===== config.mk =====
export PLATFORM = sky130hd
export DESIGN_NAME = bit_demux_collector
export DESIGN_NICKNAME = d
export VERILOG_FILES = /design/src/rtl/bit_demux_collector_pkg.sv /design/src/rtl/bit_onehot_decoder.sv /design/src/rtl/bit_demux_collector.sv
export SDC_FILE = /design/constraint.sdc
export NUM_CORES = 1
export LEC_CHECK = 0
export ABC_CLOCK_PERIOD_IN_PS = 2600
export CAP_MARGIN = 20
export CORE_MARGIN = 5
export CORE_UTILIZATION = 55
export CTS_BUF_LIST = sky130_fd_sc_hd__clkbuf_4
export DETAILED_ROUTE_END_ITERATION = 6
export PLACE_DENSITY = 0.82
export SYNTH_ARGS = -nofsm -noshare
export SYNTH_HDL_FRONTEND = slang
export SYNTH_HIERARCHICAL = 1
export SYNTH_SLANG_ARGS = --single-unit

===== constraint.sdc =====
create_clock -name i_clk -period 2.6 [get_ports i_clk]
set_input_delay 0.39 -clock i_clk [delete_from_list [all_inputs] [get_ports i_clk]]
set_output_delay 0.39 -clock i_clk [all_outputs]
set_load 0.01 [all_outputs]

===== src/rtl/bit_demux_collector_pkg.sv =====
// Shared types and constants for the serial-to-parallel bit collector.
package bit_demux_collector_pkg;

   // Collector FSM: filling positions, or holding a complete vector for the consumer.
   typedef enum logic {
      StFill = 1'b0,
      StFull = 1'b1
   } state_e;

   // Values of sel_mode.
   localparam logic MODE_AUTO = 1'b0;
   localparam logic MODE_ADDR = 1'b1;

endpackage


===== src/rtl/bit_onehot_decoder.sv =====
// Index to one-hot write-enable decoder with an out-of-range flag for
// non-power-of-2 widths.
module bit_onehot_decoder
   import bit_demux_collector_pkg::*;
#(
   parameter int unsigned  WIDTH = 8,
   localparam int unsigned IDX_W = $clog2(WIDTH)
) (
   input  logic [IDX_W-1:0] i_idx,
   input  logic             i_en,
   output logic [WIDTH-1:0] o_onehot,
   output logic             o_out_of_range
);

   // One extra bit so WIDTH itself is representable for the range compare.
   localparam int unsigned     CMP_W   = IDX_W + 1;
   localparam logic [CMP_W-1:0] WIDTH_C = CMP_W'(WIDTH);

   logic [CMP_W-1:0] w_idx_ext;

   assign w_idx_ext = {1'b0, i_idx};

   // Decode the index; indices >= WIDTH match no position, so nothing is written.
   always_comb begin
      o_onehot = '0;
      for (int unsigned i = 0; i < WIDTH; i++) begin
         o_onehot[i] = i_en && (w_idx_ext == CMP_W'(i));
      end
   end

   assign o_out_of_range = i_en && (w_idx_ext >= WIDTH_C);

endmodule


===== src/rtl/bit_demux_collector.sv =====
// Steers a serial bit stream into positions of a WIDTH-bit vector (auto-increment
// or addressed) and presents the completed vector on a valid/ready output.
module bit_demux_collector
   import bit_demux_collector_pkg::*;
#(
   parameter int unsigned  WIDTH = 8,
   localparam int unsigned IDX_W = $clog2(WIDTH)
) (
   input  logic             i_clk,
   input  logic             i_rst_n,
   input  logic             i_in_bit,
   input  logic             i_in_valid,
   output logic             o_in_ready,
   input  logic             i_sel_mode,
   input  logic [IDX_W-1:0] i_sel,
   input  logic             i_flush,
   output logic [WIDTH-1:0] o_out_vec,
   output logic             o_out_valid,
   input  logic             i_out_ready,
   output logic [IDX_W-1:0] o_bit_idx,
   output logic             o_err
);

   localparam logic [IDX_W-1:0] LAST_IDX = IDX_W'(WIDTH - 1);

   state_e           r_state,     w_state_d;
   logic [WIDTH-1:0] r_shadow,    w_shadow_d;
   logic [WIDTH-1:0] r_mask,      w_mask_d;
   logic [WIDTH-1:0] r_out_vec,   w_out_vec_d;
   logic [IDX_W-1:0] r_ptr,       w_ptr_d;
   logic             r_out_valid, w_out_valid_d;
   logic             r_err,       w_err_d;

   logic             w_accept;
   logic             w_oor;
   logic [IDX_W-1:0] w_idx;
   logic [IDX_W-1:0] w_ptr_inc;
   logic [WIDTH-1:0] w_onehot;
   logic [WIDTH-1:0] w_merged;
   logic [WIDTH-1:0] w_mask_new;

   assign w_accept   = i_in_valid & (r_state == StFill);
   assign w_idx      = (i_sel_mode == MODE_ADDR) ? i_sel : r_ptr;
   assign w_ptr_inc  = (r_ptr == LAST_IDX) ? '0 : r_ptr + 1'b1;
   assign w_merged   = (r_shadow & ~w_onehot) | (w_onehot & {WIDTH{i_in_bit}});
   assign w_mask_new = r_mask | w_onehot;

   bit_onehot_decoder #(
      .WIDTH (WIDTH)
   ) u_decoder (
      .i_idx          (w_idx),
      .i_en           (w_accept),
      .o_onehot       (w_onehot),
      .o_out_of_range (w_oor)
   );

   // Next-state logic: flush dominates, then the FILL write or FULL release.
   always_comb begin
      w_state_d     = r_state;
      w_shadow_d    = r_shadow;
      w_mask_d      = r_mask;
      w_ptr_d       = r_ptr;
      w_out_vec_d   = r_out_vec;
      w_out_valid_d = r_out_valid;
      w_err_d       = 1'b0;

      if (i_flush) begin
         w_state_d     = StFill;
         w_shadow_d    = '0;
         w_mask_d      = '0;
         w_ptr_d       = '0;
         w_out_valid_d = 1'b0;
      end else begin
         unique case (r_state)
            StFill: begin
               if (w_accept) begin
                  if (w_oor) begin
                     w_err_d = 1'b1;
                  end else begin
                     w_shadow_d = w_merged;
                     w_mask_d   = w_mask_new;
                     if (i_sel_mode == MODE_AUTO) begin
                        w_ptr_d = w_ptr_inc;
                     end
                     if (&w_mask_new) begin
                        w_out_vec_d   = w_merged;
                        w_out_valid_d = 1'b1;
                        w_state_d     = StFull;
                     end
                  end
               end
            end
            StFull: begin
               // Release cycle accepts no beat, leaving one bubble before refill.
               if (i_out_ready) begin
                  w_state_d     = StFill;
                  w_out_valid_d = 1'b0;
                  w_shadow_d    = '0;
                  w_mask_d      = '0;
                  w_ptr_d       = '0;
               end
            end
            default: begin
               w_state_d = StFill;
            end
         endcase
      end
   end

   // State registers with synchronous active-low reset.
   always_ff @(posedge i_clk) begin
      if (!i_rst_n) begin
         r_state     <= StFill;
         r_shadow    <= '0;
         r_mask      <= '0;
         r_ptr       <= '0;
         r_out_vec   <= '0;
         r_out_valid <= 1'b0;
         r_err       <= 1'b0;
      end else begin
         r_state     <= w_state_d;
         r_shadow    <= w_shadow_d;
         r_mask      <= w_mask_d;
         r_ptr       <= w_ptr_d;
         r_out_vec   <= w_out_vec_d;
         r_out_valid <= w_out_valid_d;
         r_err       <= w_err_d;
      end
   end

   assign o_in_ready  = (r_state == StFill);
   assign o_out_vec   = r_out_vec;
   assign o_out_valid = r_out_valid;
   assign o_bit_idx   = r_ptr;
   assign o_err       = r_err;

endmodule


==> flow_metrics.env, run 1 <==
export IMPL_status="completed"
export IMPL_synth_largest_area_cell="dfxtp_1"
export IMPL_cp_cell_sequence="clkdlybuf4s50_1 > mux2_1 > and4b_2 > o22ai_2 > nor4_4 > nor3b_2 > buf_4 > mux2i_1"
export IMPL_yosys_top_cells_area="dfxtp_1 (41%), nor2_1 (5.6%), mux2i_1 (5.4%), nand2_1 (4.8%), a21oi_1 (4.4%)"
export IMPL_ys_seq_elements=30
export IMPL_synthesis_area_per_instance_um2=9.018
export IMPL_cts_buffers=5
export IMPL_ctsHoldBuffers=0
export IMPL_drt_pass1_iterations=4
export IMPL_final_nets=212
export IMPL_cts_tree="yes"
export IMPL_ant_nets=0
export IMPL_setup_tns_ps=0
export IMPL_io_pins=24
export IMPL_layout_common_cells="dfxtp_1 (30), clkdlybuf4s50_1 (23), nor2_1 (22)"
export IMPL_routed_wl_um=3666
export IMPL_criticalPathCategory="in -> reg"
export IMPL_drt_iter0_markers=42
export IMPL_die_w_um=61.86
export IMPL_htree_levels=2
export IMPL_peakVddDrop_uv=351.3
export IMPL_setup_viol=0
export IMPL_crit_arrival_ps=2740
export IMPL_drc=0
export IMPL_leakagePower_uw=0.0006856
export IMPL_vias_per_cell=5.792
export IMPL_power_total_uw=810.2
export IMPL_yosys_area_share_simple_pct=27.24
export IMPL_yosysUniqueCellTypes=38
export IMPL_syn_inst=164
export IMPL_seq_area_frac_synth_pct=40.61
export IMPL_crit_slowest_cell="clkdlybuf4s50_1"
export IMPL_diodes=0
export IMPL_synth_top_area_share_pct=40.61
export IMPL_synth_edff_count=0
export IMPL_clkLatencyLatePin_ps=330
export IMPL_final_common_cell="dfxtp_1"
export IMPL_grt_pass1_vias=1362
export IMPL_area_delta_synth_final_pct=25.97
export IMPL_critPathCaptureType="flip-flop"
export IMPL_p_per_area_mw_per_mm2=434.9
export IMPL_cts_resized_gates=0
export IMPL_vias=1338
export IMPL_synth_async_reset_ratio_pct=0
export IMPL_cts_sinks=30
export IMPL_startpoint_type="input port"
export IMPL_muxShareOfSynthArea_pct=7.699
export IMPL_finClkSkew_ps=11.09
export IMPL_yosys_area_share_adder_pct=1.692
export IMPL_slowest_delay_ps=550
export IMPL_wl_per_cell_um=15.87
export IMPL_crit_fanout=8
export IMPL_cts_root_buf="clkbuf_4"
export IMPL_ys_flop_type="dfxtp_1"
export IMPL_die_h_um=61.86
export IMPL_period_minus_slack_ps=2472
export IMPL_max_cap_viol_count=0
export IMPL_die_area_mm2=0.003826
export IMPL_post_cts_buffers=0
export IMPL_rsz0062_at_grt="no"
export IMPL_dp_hpwl_um=2614
export IMPL_synth_xor_xnor_area_share_pct=0
export IMPL_gr_total_overflow=0
export IMPL_rows=18
export IMPL_min_period_over_period_pct=95.09
export IMPL_critPathBufInv=2
export IMPL_gp_congestion=0.8169
export IMPL_clk_pin_slew_ps=90
export IMPL_fmax_mhz=404.5
export IMPL_cp_top_family="simple AND/OR/NAND/NOR gates"
export IMPL_antenna_found_initial=0
export IMPL_synth_compound_area_share_pct=18.61
export IMPL_drive_gt1_share_pct=16.42
export IMPL_synth_nets=176
export IMPL_core_mm2=0.002522
export IMPL_drv_slew=0
export IMPL_yosysWarnings=6
export IMPL_grt_pass1_wl_um=6065
export IMPL_initial_utilization_pct=58.63
export IMPL_crit_required_ps=2860
export IMPL_cts_buffer_depth=2
export IMPL_grt_max_degree=17
export IMPL_maxSlewHeadroom_pct=56.40
export IMPL_synth_top_family_by_area="simple AND/OR/NAND/NOR gates"
export IMPL_tightest_slew_ps=654.1
export IMPL_holdCritPathClass="reg -> reg"
export IMPL_port_buffers=23
export IMPL_hold_viol=0
export IMPL_syn_cell_area_mm2=0.001479
export IMPL_track_usage_pct=21.89
report_power, final:
group	internal [µW]	switching [µW]	total (µW)
Sequential	461	1.13	462
Clock	96.1	162	258
Combinational	41.6	48.6	90.2
Yosys cell counts (all sizes together), types with 2 or more instances:
master and number:
and4bb 3, and4b 3, nor2 22, o211ai 8, mux2 3, o21ai 8
o22ai 4, buf 5, nand2b 6, ha 2, nor2b 2, or2b 3
clkbuf 4, a22oi 7, nand2 19, nor3b 2, a21oi 14, mux2i 8
dfxtp 30
cell families (layout without fill, tap and decap cells):
logic type	after synthesis	after routing
and+or+nand+nor	67	67
AOI/OAI and AO/OA	43	43
DFF	30	30
muxes	11	11
buffers and inverters	10	47
adders and majority gates	2	2
other	1	1
through the flow:
stage / instance area (µm²) / instances / util [%] / hold slack [ps] / worst slack (ps)
finish: 1863 / 231 / 73.86 / 464.2 / 127.6
CTS: 1854 / 231 / 73.51 / 464.1 / 153.1
global route: 1863 / 231 / 73.86 / 486.5 / 0.1781
global placement: 1805 / 223 / 71.58 / 441.5 / -84.07
detailed placement: 1805 / 223 / 71.58 / 449.1 / -196.1
floorplan: 1479 / 164 / - / 437.1 / 394.6
worst paths after layout:
| kind | start | endpoint | slack [ps] | depth (start not counted) |
|---|---|---|---|---|
| worst max-delay path | i_sel_mode | o_out_vec[6] | 130 | 8 |
| worst min-delay path | o_out_vec[4] | o_out_vec[4] | 460 | 2 |
| worst max register to register | r_state | o_out_vec[6] | 340 | 7 |
| worst min register to register | o_out_vec[4] | o_out_vec[4] | 460 | 2 |
worst register-to-register path, cell delays in order, from the launching register on:
cell	delay (ps)
dfxtp_1	400
nor2b_1	430
and4b_1	350
o22ai_2	120
nor4_4	280
nor3b_2	190
buf_4	210
mux2i_1	200
sequential cells by signal, summed over array words and instances, names as in the netlist:
name / cells
r_state: 1
o_out_valid: 1
o_err: 1
o_bit_idx: 3
r_shadow: 8
o_out_vec: 8
r_mask: 8
final cells by class:
class | count | area [µm²]
tap | 30 | 37.54
fill | 186 | 659.4
multi-input combinational | 124 | 829.5
sequential | 30 | 600.6
inverter | 1 | 3.754
clock inverter | 3 | 11.26
clock buffer | 5 | 37.54
timing repair buffer | 38 | 342.8
metal layers:
| layer | part of all wire [%] | vias up | GRT usage, % |
|---|---|---|---|
| met4 | 0.74 | 0 | 12.42 |
| li1 | - | 655 | - |
| met1 | 41 | 627 | 25.92 |
| met5 | 0 | - | 0 |
| met2 | 51 | 52 | 36.32 |
| met3 | 7.4 | 4 | 4.959 |
Note: power is estimated with default switching activity, not from simulation.
==> run 2, diff against run 1 <==
--- a/config.mk
+++ b/config.mk
@@ -7,7 +7,7 @@
 export LEC_CHECK = 0
 export ABC_CLOCK_PERIOD_IN_PS = 2600
 export CAP_MARGIN = 20
-export CORE_MARGIN = 5
+export CORE_MARGIN = 2
 export CORE_UTILIZATION = 55
 export CTS_BUF_LIST = sky130_fd_sc_hd__clkbuf_4
 export DETAILED_ROUTE_END_ITERATION = 6
==> run 2 against run 1 <==
Worst setup slack gained 32 ps. Via count grew 0.67%. Highest routed layer unchanged. Non-clock buffer count shrank 1.
==> flow_metrics.env, run 2 (synthesis results as in run 1) <==
export IMPL_criticalPathCategory="in -> reg"
export IMPL_final_nets=211
export IMPL_gp_congestion=0.8489
export IMPL_final_cell_area_mm2=0.001861
export IMPL_cts_tree="yes"
export IMPL_startpoint_type="input port"
export IMPL_vias=1347
export IMPL_ant_nets=0
export IMPL_status="completed"
export IMPL_gr_total_overflow=0
export IMPL_setup_viol=0
export IMPL_rsz0062_at_grt="no"
export IMPL_hold_viol=0
export IMPL_io_pins=24
export IMPL_tightest_slew_ps=663.3
export IMPL_drc=0
export IMPL_placed_area_mm2=0.001798
export IMPL_fmax_mhz=409.8
export IMPL_cts_buffers=5
export IMPL_max_cap_viol_count=0
export IMPL_dp_cells=222
export IMPL_layout_common_cells="dfxtp_1 (30), clkdlybuf4s50_1 (23), nor2_1 (22)"
export IMPL_cts_buffer_depth=2
export IMPL_holdCritPathClass="reg -> reg"
export IMPL_initial_utilization_pct=58.63
export IMPL_drt_pass1_iterations=4
export IMPL_drive_gt1_share_pct=17.50
export IMPL_track_usage_pct=24.96
export IMPL_die_w_um=55.86
export IMPL_area_delta_synth_final_pct=25.80
export IMPL_cts_root_buf="clkbuf_4"
export IMPL_drt_iter0_markers=38
export IMPL_finClkSkew_ps=12.19
export IMPL_cts_sinks=30
export IMPL_crit_fanout=8
export IMPL_antenna_found_initial=0
export IMPL_finalNonFillerCells=230
export IMPL_grt_pass1_wl_um=6092
export IMPL_drv_slew=0
export IMPL_wl_per_cell_um=15.14
export IMPL_min_period_over_period_pct=93.85
export IMPL_core_mm2=0.002522
export IMPL_diodes=0
export IMPL_rows=18
export IMPL_clkLatencyLatePin_ps=340
export IMPL_die_h_um=55.86
export IMPL_period_minus_slack_ps=2440
export IMPL_die_area_mm2=0.003120
export IMPL_leakagePower_uw=0.0006809
export IMPL_dp_hpwl_um=2492
export IMPL_final_common_cell="dfxtp_1"
export IMPL_critPathCaptureType="flip-flop"
export IMPL_peakVddDrop_uv=450.4
export IMPL_vias_per_cell=5.857
export IMPL_htree_levels=2
export IMPL_routed_wl_um=3483
export IMPL_crit_required_ps=2880
export IMPL_post_cts_buffers=0
export IMPL_clk_pin_slew_ps=110
export IMPL_port_buffers=23
export IMPL_maxSlewHeadroom_pct=55.78
export IMPL_p_per_area_mw_per_mm2=444.4
export IMPL_grt_max_degree=19
export IMPL_grt_pass1_vias=1383
export IMPL_crit_arrival_ps=2720
export IMPL_fill_cells=195
==> run 2: stage by stage <==
stage	worst slack (ps)	hold WS (ps)	power, µW	setup TNS (ps)	util, %
after CTS	126.4	469.9	829.7	0	73.41
final	159.8	471.7	826.8	0	73.76
after floorplan	394.6	437.1	521.5	0	-
after global routing	9.847	484.1	858.9	0	73.76
after detailed placement	-238.4	453.4	558.0	-1783	71.28
after global placement	-87.76	442.8	554.5	-696.4	71.28
==> run 2: path summary, 6_finish.rpt <==
path / from / to / slack [ps] / cells after the start
setup / recovery: i_sel_mode / o_out_vec[6] / 160 / 8
setup reg to reg: r_state / o_out_vec[6] / 400 / 7
hold / removal: o_out_vec[3] / o_out_vec[3] / 470 / 2
hold reg to reg: o_out_vec[3] / o_out_vec[3] / 470 / 2
==> run 2: cell type report <==
| cell class | count | area, µm² | share of cell area (%) |
|---|---|---|---|
| clock buffer | 5 | 37.54 | 2.017 |
| clock inverter | 3 | 16.27 | 0.8742 |
| inverter | 1 | 3.754 | 0.2017 |
| multi-input combinational | 124 | 829.5 | 44.59 |
| sequential | 30 | 600.6 | 32.28 |
| tap | 30 | 37.54 | 2.017 |
| timing repair buffer | 37 | 335.3 | 18.02 |
==> run 2: critical path, cell delays in order <==
cell and delay (ps):
clkdlybuf4s50_1 560, mux2_2 430, and4bb_2 330, o22ai_1 110, nor4_4 270, nor3b_2 200, buf_4 220, mux2i_1 200
==> run 2: power by group <==
group	internal (µW)	switching [µW]
registers	461	1.13
logic	40.9	48.6
clock network	100	175
==> run 2: repair_timing <==
| item | in CTS | in global routing |
|---|---|---|
| endpoints found under the setup margin | 0 | 8 |
| resized for setup | 0 | 4 |
| hold buffers | 0 | 0 |
==> run 2: metal layers <==
layer | vias up | global-route usage [%] | wire, µm
met5 | - | 0 | 0
met4 | 0 | 10.54 | 46
met3 | 5 | 7.907 | 195
met2 | 40 | 40.65 | 1688
met1 | 643 | 30.42 | 1552
li1 | 659 | - | -
